### src/rtl/mmio_uart_tx.sv
// mmio_uart_tx: MMIO-attached 8N1 UART transmitter with a small TX FIFO,
// a programmable baud divisor, sticky overflow and a TX-empty interrupt.
// Register map (word offsets): 0x0 TXDATA, 0x4 STATUS, 0x8 CTRL, 0xC BAUDDIV.
module mmio_uart_tx #(
    parameter logic [31:0] BASE_ADDR   = 32'h1000_0000,
    parameter int          FIFO_DEPTH  = 8,
    parameter logic [15:0] DEFAULT_DIV = 16'd434
) (
    input  logic        clk,
    input  logic        reset,
    input  logic [31:0] bus_addr,
    input  logic [31:0] bus_wr_data,
    output logic [31:0] bus_rd_data,
    input  logic        bus_cs,
    input  logic        bus_wr,
    input  logic        bus_rd,
    output logic        uart_tx,
    output logic        irq_tx_empty
);
    localparam int AW = $clog2(FIFO_DEPTH);
    localparam int CW = AW + 1;

    typedef enum logic [1:0] {IDLE, START, DATA, STOP} state_t;

    state_t          state_reg, state_next;
    logic [7:0]      fifo_mem [FIFO_DEPTH];
    logic [AW-1:0]   wr_ptr_reg, rd_ptr_reg;
    logic [CW-1:0]   count_reg, count_next;
    logic            ovf_reg, ovf_next;
    logic            en_reg, irq_en_reg;
    logic [15:0]     div_reg;
    logic [15:0]     baud_reg, baud_next;
    logic [2:0]      bit_idx_reg, bit_idx_next;
    logic [7:0]      shifter_reg, shifter_next;
    logic            tx_reg, tx_next;
    logic            irq_reg;

    logic            hit, wr_txdata, wr_ctrl, wr_div;
    logic [1:0]      sel;
    logic            empty, full, pop, push_ok, push_drop, bit_done;
    logic [15:0]     bit_load;
    logic [5:0]      count_ext;
    logic            unused_bits;

    assign hit       = bus_cs && (bus_addr[31:4] == BASE_ADDR[31:4]);
    assign sel       = bus_addr[3:2];
    assign wr_txdata = hit && bus_wr && (sel == 2'd0);
    assign wr_ctrl   = hit && bus_wr && (sel == 2'd2);
    assign wr_div    = hit && bus_wr && (sel == 2'd3);
    assign empty     = (count_reg == '0);
    assign full      = (count_reg == CW'(FIFO_DEPTH));
    // A divisor of zero behaves like one: each bit lasts a single clock.
    assign bit_load  = (div_reg == 16'd0) ? 16'd0 : div_reg - 16'd1;
    assign bit_done  = (baud_reg == 16'd0);
    assign count_ext = 6'(count_reg);
    assign unused_bits = ^{bus_addr[1:0], bus_wr_data[31:16]};

    // Next-state for the serialiser: bit timing, shifting and FIFO pops.
    always_comb begin
        state_next   = state_reg;
        baud_next    = baud_reg;
        bit_idx_next = bit_idx_reg;
        shifter_next = shifter_reg;
        pop          = 1'b0;
        case (state_reg)
            IDLE: begin
                if (en_reg && !empty) begin
                    pop          = 1'b1;
                    state_next   = START;
                    baud_next    = bit_load;
                    shifter_next = fifo_mem[rd_ptr_reg];
                end
            end
            START: begin
                if (bit_done) begin
                    state_next   = DATA;
                    baud_next    = bit_load;
                    bit_idx_next = 3'd0;
                end else begin
                    baud_next = baud_reg - 16'd1;
                end
            end
            DATA: begin
                if (bit_done) begin
                    baud_next = bit_load;
                    if (bit_idx_reg == 3'd7) begin
                        state_next = STOP;
                    end else begin
                        bit_idx_next = bit_idx_reg + 3'd1;
                        shifter_next = {1'b0, shifter_reg[7:1]};
                    end
                end else begin
                    baud_next = baud_reg - 16'd1;
                end
            end
            STOP: begin
                if (bit_done) begin
                    if (en_reg && !empty) begin
                        pop          = 1'b1;
                        state_next   = START;
                        baud_next    = bit_load;
                        shifter_next = fifo_mem[rd_ptr_reg];
                    end else begin
                        state_next = IDLE;
                    end
                end else begin
                    baud_next = baud_reg - 16'd1;
                end
            end
            default: state_next = IDLE;
        endcase
        // Line level follows the state being entered so uart_tx stays registered.
        case (state_next)
            START:   tx_next = 1'b0;
            DATA:    tx_next = shifter_next[0];
            default: tx_next = 1'b1;
        endcase
    end

    // FIFO occupancy and sticky overflow; a pop frees room for a same-cycle push.
    always_comb begin
        push_ok   = wr_txdata && (!full || pop);
        push_drop = wr_txdata && !push_ok;
        count_next = count_reg;
        case ({push_ok, pop})
            2'b10:   count_next = count_reg + CW'(1);
            2'b01:   count_next = count_reg - CW'(1);
            default: count_next = count_reg;
        endcase
        ovf_next = ovf_reg;
        if (wr_ctrl && bus_wr_data[1]) ovf_next = 1'b0;
        if (push_drop)                 ovf_next = 1'b1;
    end

    // State, control and output registers.
    always_ff @(posedge clk or posedge reset) begin
        if (reset) begin
            state_reg   <= IDLE;
            wr_ptr_reg  <= '0;
            rd_ptr_reg  <= '0;
            count_reg   <= '0;
            ovf_reg     <= 1'b0;
            en_reg      <= 1'b1;
            irq_en_reg  <= 1'b0;
            div_reg     <= DEFAULT_DIV;
            baud_reg    <= 16'd0;
            bit_idx_reg <= 3'd0;
            shifter_reg <= 8'd0;
            tx_reg      <= 1'b1;
            irq_reg     <= 1'b0;
        end else begin
            state_reg   <= state_next;
            count_reg   <= count_next;
            ovf_reg     <= ovf_next;
            baud_reg    <= baud_next;
            bit_idx_reg <= bit_idx_next;
            shifter_reg <= shifter_next;
            tx_reg      <= tx_next;
            irq_reg     <= irq_en_reg && empty && (state_reg == IDLE);
            if (push_ok) wr_ptr_reg <= wr_ptr_reg + AW'(1);
            if (pop)     rd_ptr_reg <= rd_ptr_reg + AW'(1);
            if (wr_ctrl) begin
                en_reg     <= bus_wr_data[0];
                irq_en_reg <= bus_wr_data[2];
            end
            if (wr_div) div_reg <= bus_wr_data[15:0];
        end
    end

    // FIFO storage; emptied on reset by the pointer/count reset alone.
    always_ff @(posedge clk) begin
        if (push_ok) fifo_mem[wr_ptr_reg] <= bus_wr_data[7:0];
    end

    // Combinational read mux, zero unless this is a load hitting the block.
    always_comb begin
        bus_rd_data = 32'h0;
        if (hit && bus_rd) begin
            case (sel)
                2'd1:    bus_rd_data = {22'h0, count_ext, ovf_reg, empty, full,
                                        (state_reg != IDLE)};
                2'd2:    bus_rd_data = {29'h0, irq_en_reg, 1'b0, en_reg};
                2'd3:    bus_rd_data = {16'h0, div_reg};
                default: bus_rd_data = 32'h0;
            endcase
        end
    end

    assign uart_tx      = tx_reg;
    assign irq_tx_empty = irq_reg;
endmodule

### config.mk
export PLATFORM = sky130hd
export DESIGN_NAME = mmio_uart_tx
export DESIGN_NICKNAME = d
export VERILOG_FILES = /design/src/rtl/mmio_uart_tx.sv
export SDC_FILE = /design/constraint.sdc
export NUM_CORES = 1
export LEC_CHECK = 0
export CORE_UTILIZATION = 38
export CTS_CLUSTER_DIAMETER = 150
export DETAILED_ROUTE_END_ITERATION = 16
export GPL_TIMING_DRIVEN = 0
export MAX_ROUTING_LAYER = met4
export RECOVER_POWER = 50
export SETUP_SLACK_MARGIN = 0.15
export SLEW_MARGIN = 20
export SYNTH_ARGS = -nofsm -noshare
export SYNTH_HDL_FRONTEND = slang
export SYNTH_SLANG_ARGS = --single-unit
export TNS_END_PERCENT = 20
### constraint.sdc
create_clock -name clk -period 3.4 [get_ports clk]
set_input_delay 0.68 -clock clk [delete_from_list [all_inputs] [get_ports clk]]
set_output_delay 0.68 -clock clk [all_outputs]
set_load 0.01 [all_outputs]
==> run metrics, run 1 <==
status=finished, final reports clean; Compound-Gate Fraction of Synth Area=between 10 and 15%; Layout Utilization=between 50% and 60%; initial antenna violation count=0; CP max stage cell=nor3_4; main flop type after synthesis=edfxtp_1; die width=around 140 um; LEAKAGE=around 3.5 nW; Worst slew margin=approximately 15%; Reg2Reg Capture Point=uart_tx; R2R Path Start=baud_reg[0]; worst-skew pair later-pin latency=around 420 ps; Top-Level Pins=103; FILL cells=1516; Placed Area=7814 um2; Top delay family on crit path=simple AND/OR/NAND/NOR gates; Synth Area in Simple Gates=13.88%; Antenna diodes=0; crit-path cells=inv_1 > ha_1 > or3b_1 > or3_1 > clkbuf_1 > nor3_4 > mux2_2 > and4_1 > a41oi_2; Rows=48; global placement routability congestion=0.9325; CP Class=flip-flop to flip-flop; iteration-0 DRC count of the detailed router=just under 600; synth top area cells=edfxtp_1, dfrtp_1, mux4_2; EDFF count, synth=64; R2R setup slack=approximately 170 ps; dominant cell type by area after synthesis=edfxtp_1; Die Y=approximately 140 um; #FFs+latches synth=about 120; Routed WL=~18 mm; vias in the first global route=5192; critical path peak fanout=10; pin count of the biggest net entering global routing=approximately 50; Yosys warnings=0; clk slew on worst S/H paths=roughly 60 ps; first-pass GRT wire length=around 28 mm; post-route ant nets=0; PwrDens=~420 nW/um2; Starting Density=between 30% and 40%; die area=between 15000 and 20000 um2; final period utilization=94.88%; Routed WL per cell=between 15 and 20 um; CTS Root Cell=clkbuf_16; Max clock buf depth=2; H-tree depth=4; DR pass1 iterations=5; post-synthesis mux area share=about an eighth; hold endpoint=bit_idx_reg[0]; Worst Tran Pin Value=1270 ps; Max Cap Viol=0; # DRC=0; post-synthesis xor/xnor area fraction=roughly 3%; Worst Path Buf+Inv=2; Avg Synthesized Cell Area=around 11 um2; Arrival @ worst endpoint=around 3600 ps; Finished Layout Cells=944; final hold vios=0; VDD IR-drop max=between 0.3 and 0.4 mV; adder-cell share of the synthesized area=under 10%; CP startpoint kind=flip-flop; CTS buffer count=17; core box area=17360 um2; # nets final=between 700 and 800; Via density=5.613; CP Capture Type=flip-flop; Seq/Total Area, Yosys=50.78%; Hold WS=between 400 and 500 ps; Clock Sinks=124; fraction of layout cells with a size suffix above 1=approximately a fifth; worst stage delay on the critical path=520 ps; CP required=between 3000 and 4000 ps; largest family of logic cells by synthesized area=simple AND/OR/NAND/NOR gates; CTS tree=yes; Synth-to-Final Area Change=28.64%; post-layout instance area=a little under 9000 um2; area of the mapped netlist=a little under 7000 um2; ys async rst share=a little under 50%; RSZ-0062 raised after global routing=true; skew final=7.581 ps; Cells after Synth=roughly 590; GRT Residual Overflow=0; Via Count=between 5000 and 6000; Tmin final=3226 ps; Final HPWL DP=around 12 mm; Cell variety after synth=between 60 and 70; R2R depth=9; Buffers on Ports=67; endpoints failing setup=0; max-slew violation count=0; Hold Crit Class=flip-flop to flip-flop; GRT Overall Usage=20.79%; max reg flops=64; Fmax=~310 MHz; Worst Hold Depth=1; top-area cell type share of the netlist area=between 20% and 30%; worst hold start=bit_idx_reg[0]; placed cells=roughly 900
==> power breakdown <==
group | internal, mW | switching (mW) | total [mW]
Clock | 1.05 | 0.779 | 1.83
Sequential | 1.59 | 0.00153 | 1.59
Combinational | 0.0933 | 0.117 | 0.210
Total | 2.73 | 0.897 | 3.63
==> cell type report <==
type                    instances  area (um2)  area share (%)
plain buffers                  42       220.2           2.533
clock buffers                  17       425.4           4.893
repair buffers                 83       830.8           9.555
multi-input cells             424        3278           37.70
well taps                     225       281.5           3.238
inverters                      14       53.80          0.6188
clock inverters                15       172.7           1.986
flip-flops and latches        124        3432           39.47
==> synth_stat cells, types with 9 or more instances <==
library cell,number
buf_4,16
ha_1,14
nand3_1,13
a22oi_1,15
a21oi_1,24
nor3_1,12
mux2_2,27
xnor2_1,9
mux4_2,16
dfrtp_1,53
clkbuf_1,23
and2_1,9
xor2_1,14
nor2_1,61
edfxtp_1,64
o21ai_0,29
inv_1,14
nand2_1,30
nor4_1,12
mux2i_1,14
==> logic make-up after synthesis <==
| kind of cell | count (synthesis) |
|---|---|
| AOI/OAI and AO/OA | 132 |
| xor gates and xnor gates | 23 |
| adders and majority gates | 15 |
| buffers and inverters | 56 |
| DFF | 124 |
| muxes | 57 |
| other | 1 |
| and+or+nand+nor | 181 |
==> per-layer routing <==
metal	routed length (um)	GRT usage (%)	part of all wire, %	vias to the layer above
li1	-	-	-	2450
met3	1195	4.789	6.8	21
met2	8503	32.74	49	241
met4	294	6.679	1.7	0
met5	0	-	0	-
met1	7510	26.50	43	2587
==> worst max-delay path by stage <==
| stage | startpoint | endpoint | depth (start not counted) |
|---|---|---|---|
| global route | bus_addr[12] | bus_rd_data[11] | 8 |
| floorplan | baud_reg[0] | fifo_mem[1][0] | 8 |
| detailed placement | baud_reg[0] | fifo_mem[7][6] | 8 |
| finish | baud_reg[0] | uart_tx | 9 |
| global placement | baud_reg[12] | fifo_mem[1][7] | 6 |
| CTS | bus_addr[23] | bus_rd_data[9] | 8 |
==> stage by stage <==
step	setup slack, ps	total power [mW]	TNS, ps
4_1_cts	153.5	3.651	0
2_1_floorplan	242.2	1.719	0
5_1_grt	37.75	3.732	0
3_3_place_gp	-996.1	1.820	-48100
6_report	174.2	3.626	0
3_5_place_dp	-621.5	1.828	-39960
==> layout by cell type, fill, tap and decap left out, types with 9 or more instances in the layout <==
cell type / Yosys / routed
a21oi_1: 24 / 24
a22oi_1: 15 / 15
and2_1: 9 / 9
buf_4: 16 / 25
clkbuf_1: 23 / 23
clkbuf_16: 0 / 17
clkdlybuf4s50_1: 0 / 40
conb_1: 1 / 16
dfrtp_1: 53 / 53
dlygate4sd2_1: 0 / 16
dlygate4sd3_1: 0 / 11
edfxtp_1: 64 / 64
ha_1: 14 / 14
inv_1: 14 / 13
mux2_2: 27 / 27
mux2i_1: 14 / 14
mux4_2: 16 / 16
nand2_1: 30 / 29
nand3_1: 13 / 12
nor2_1: 61 / 53
nor3_1: 12 / 9
nor4_1: 12 / 10
o21ai_0: 29 / 29
xnor2_1: 9 / 9
xor2_1: 14 / 14
==> worst register-to-register path: cells and delay by family (launching register included) <==
kind | cells | cell delay [ps]
mux | 1 | 410
buf+inv | 2 | 360
fa+ha+maj | 1 | 180
compound gates | 1 | 220
simple gates | 4 | 1540
flops | 1 | 430
==> repair_timing <==
action                     4_1_cts  5_1_grt
hold buffers                     0        0
resized for setup               44        3
pin swaps                        8        5
setup buffers                    9        6
setup endpoints to repair       87       93
Note: power is estimated with default switching activity, not from simulation.
==> run 2, diff against run 1 <==
--- a/config.mk
+++ b/config.mk
@@ -9,6 +9,7 @@
 export CTS_CLUSTER_DIAMETER = 150
 export DETAILED_ROUTE_END_ITERATION = 16
 export GPL_TIMING_DRIVEN = 0
+export HOLD_SLACK_MARGIN = 0.03
 export MAX_ROUTING_LAYER = met4
 export RECOVER_POWER = 50
 export SETUP_SLACK_MARGIN = 0.15
==> results of run 2 <==
Final layout, timing and power as in run 1 (identical DEF).
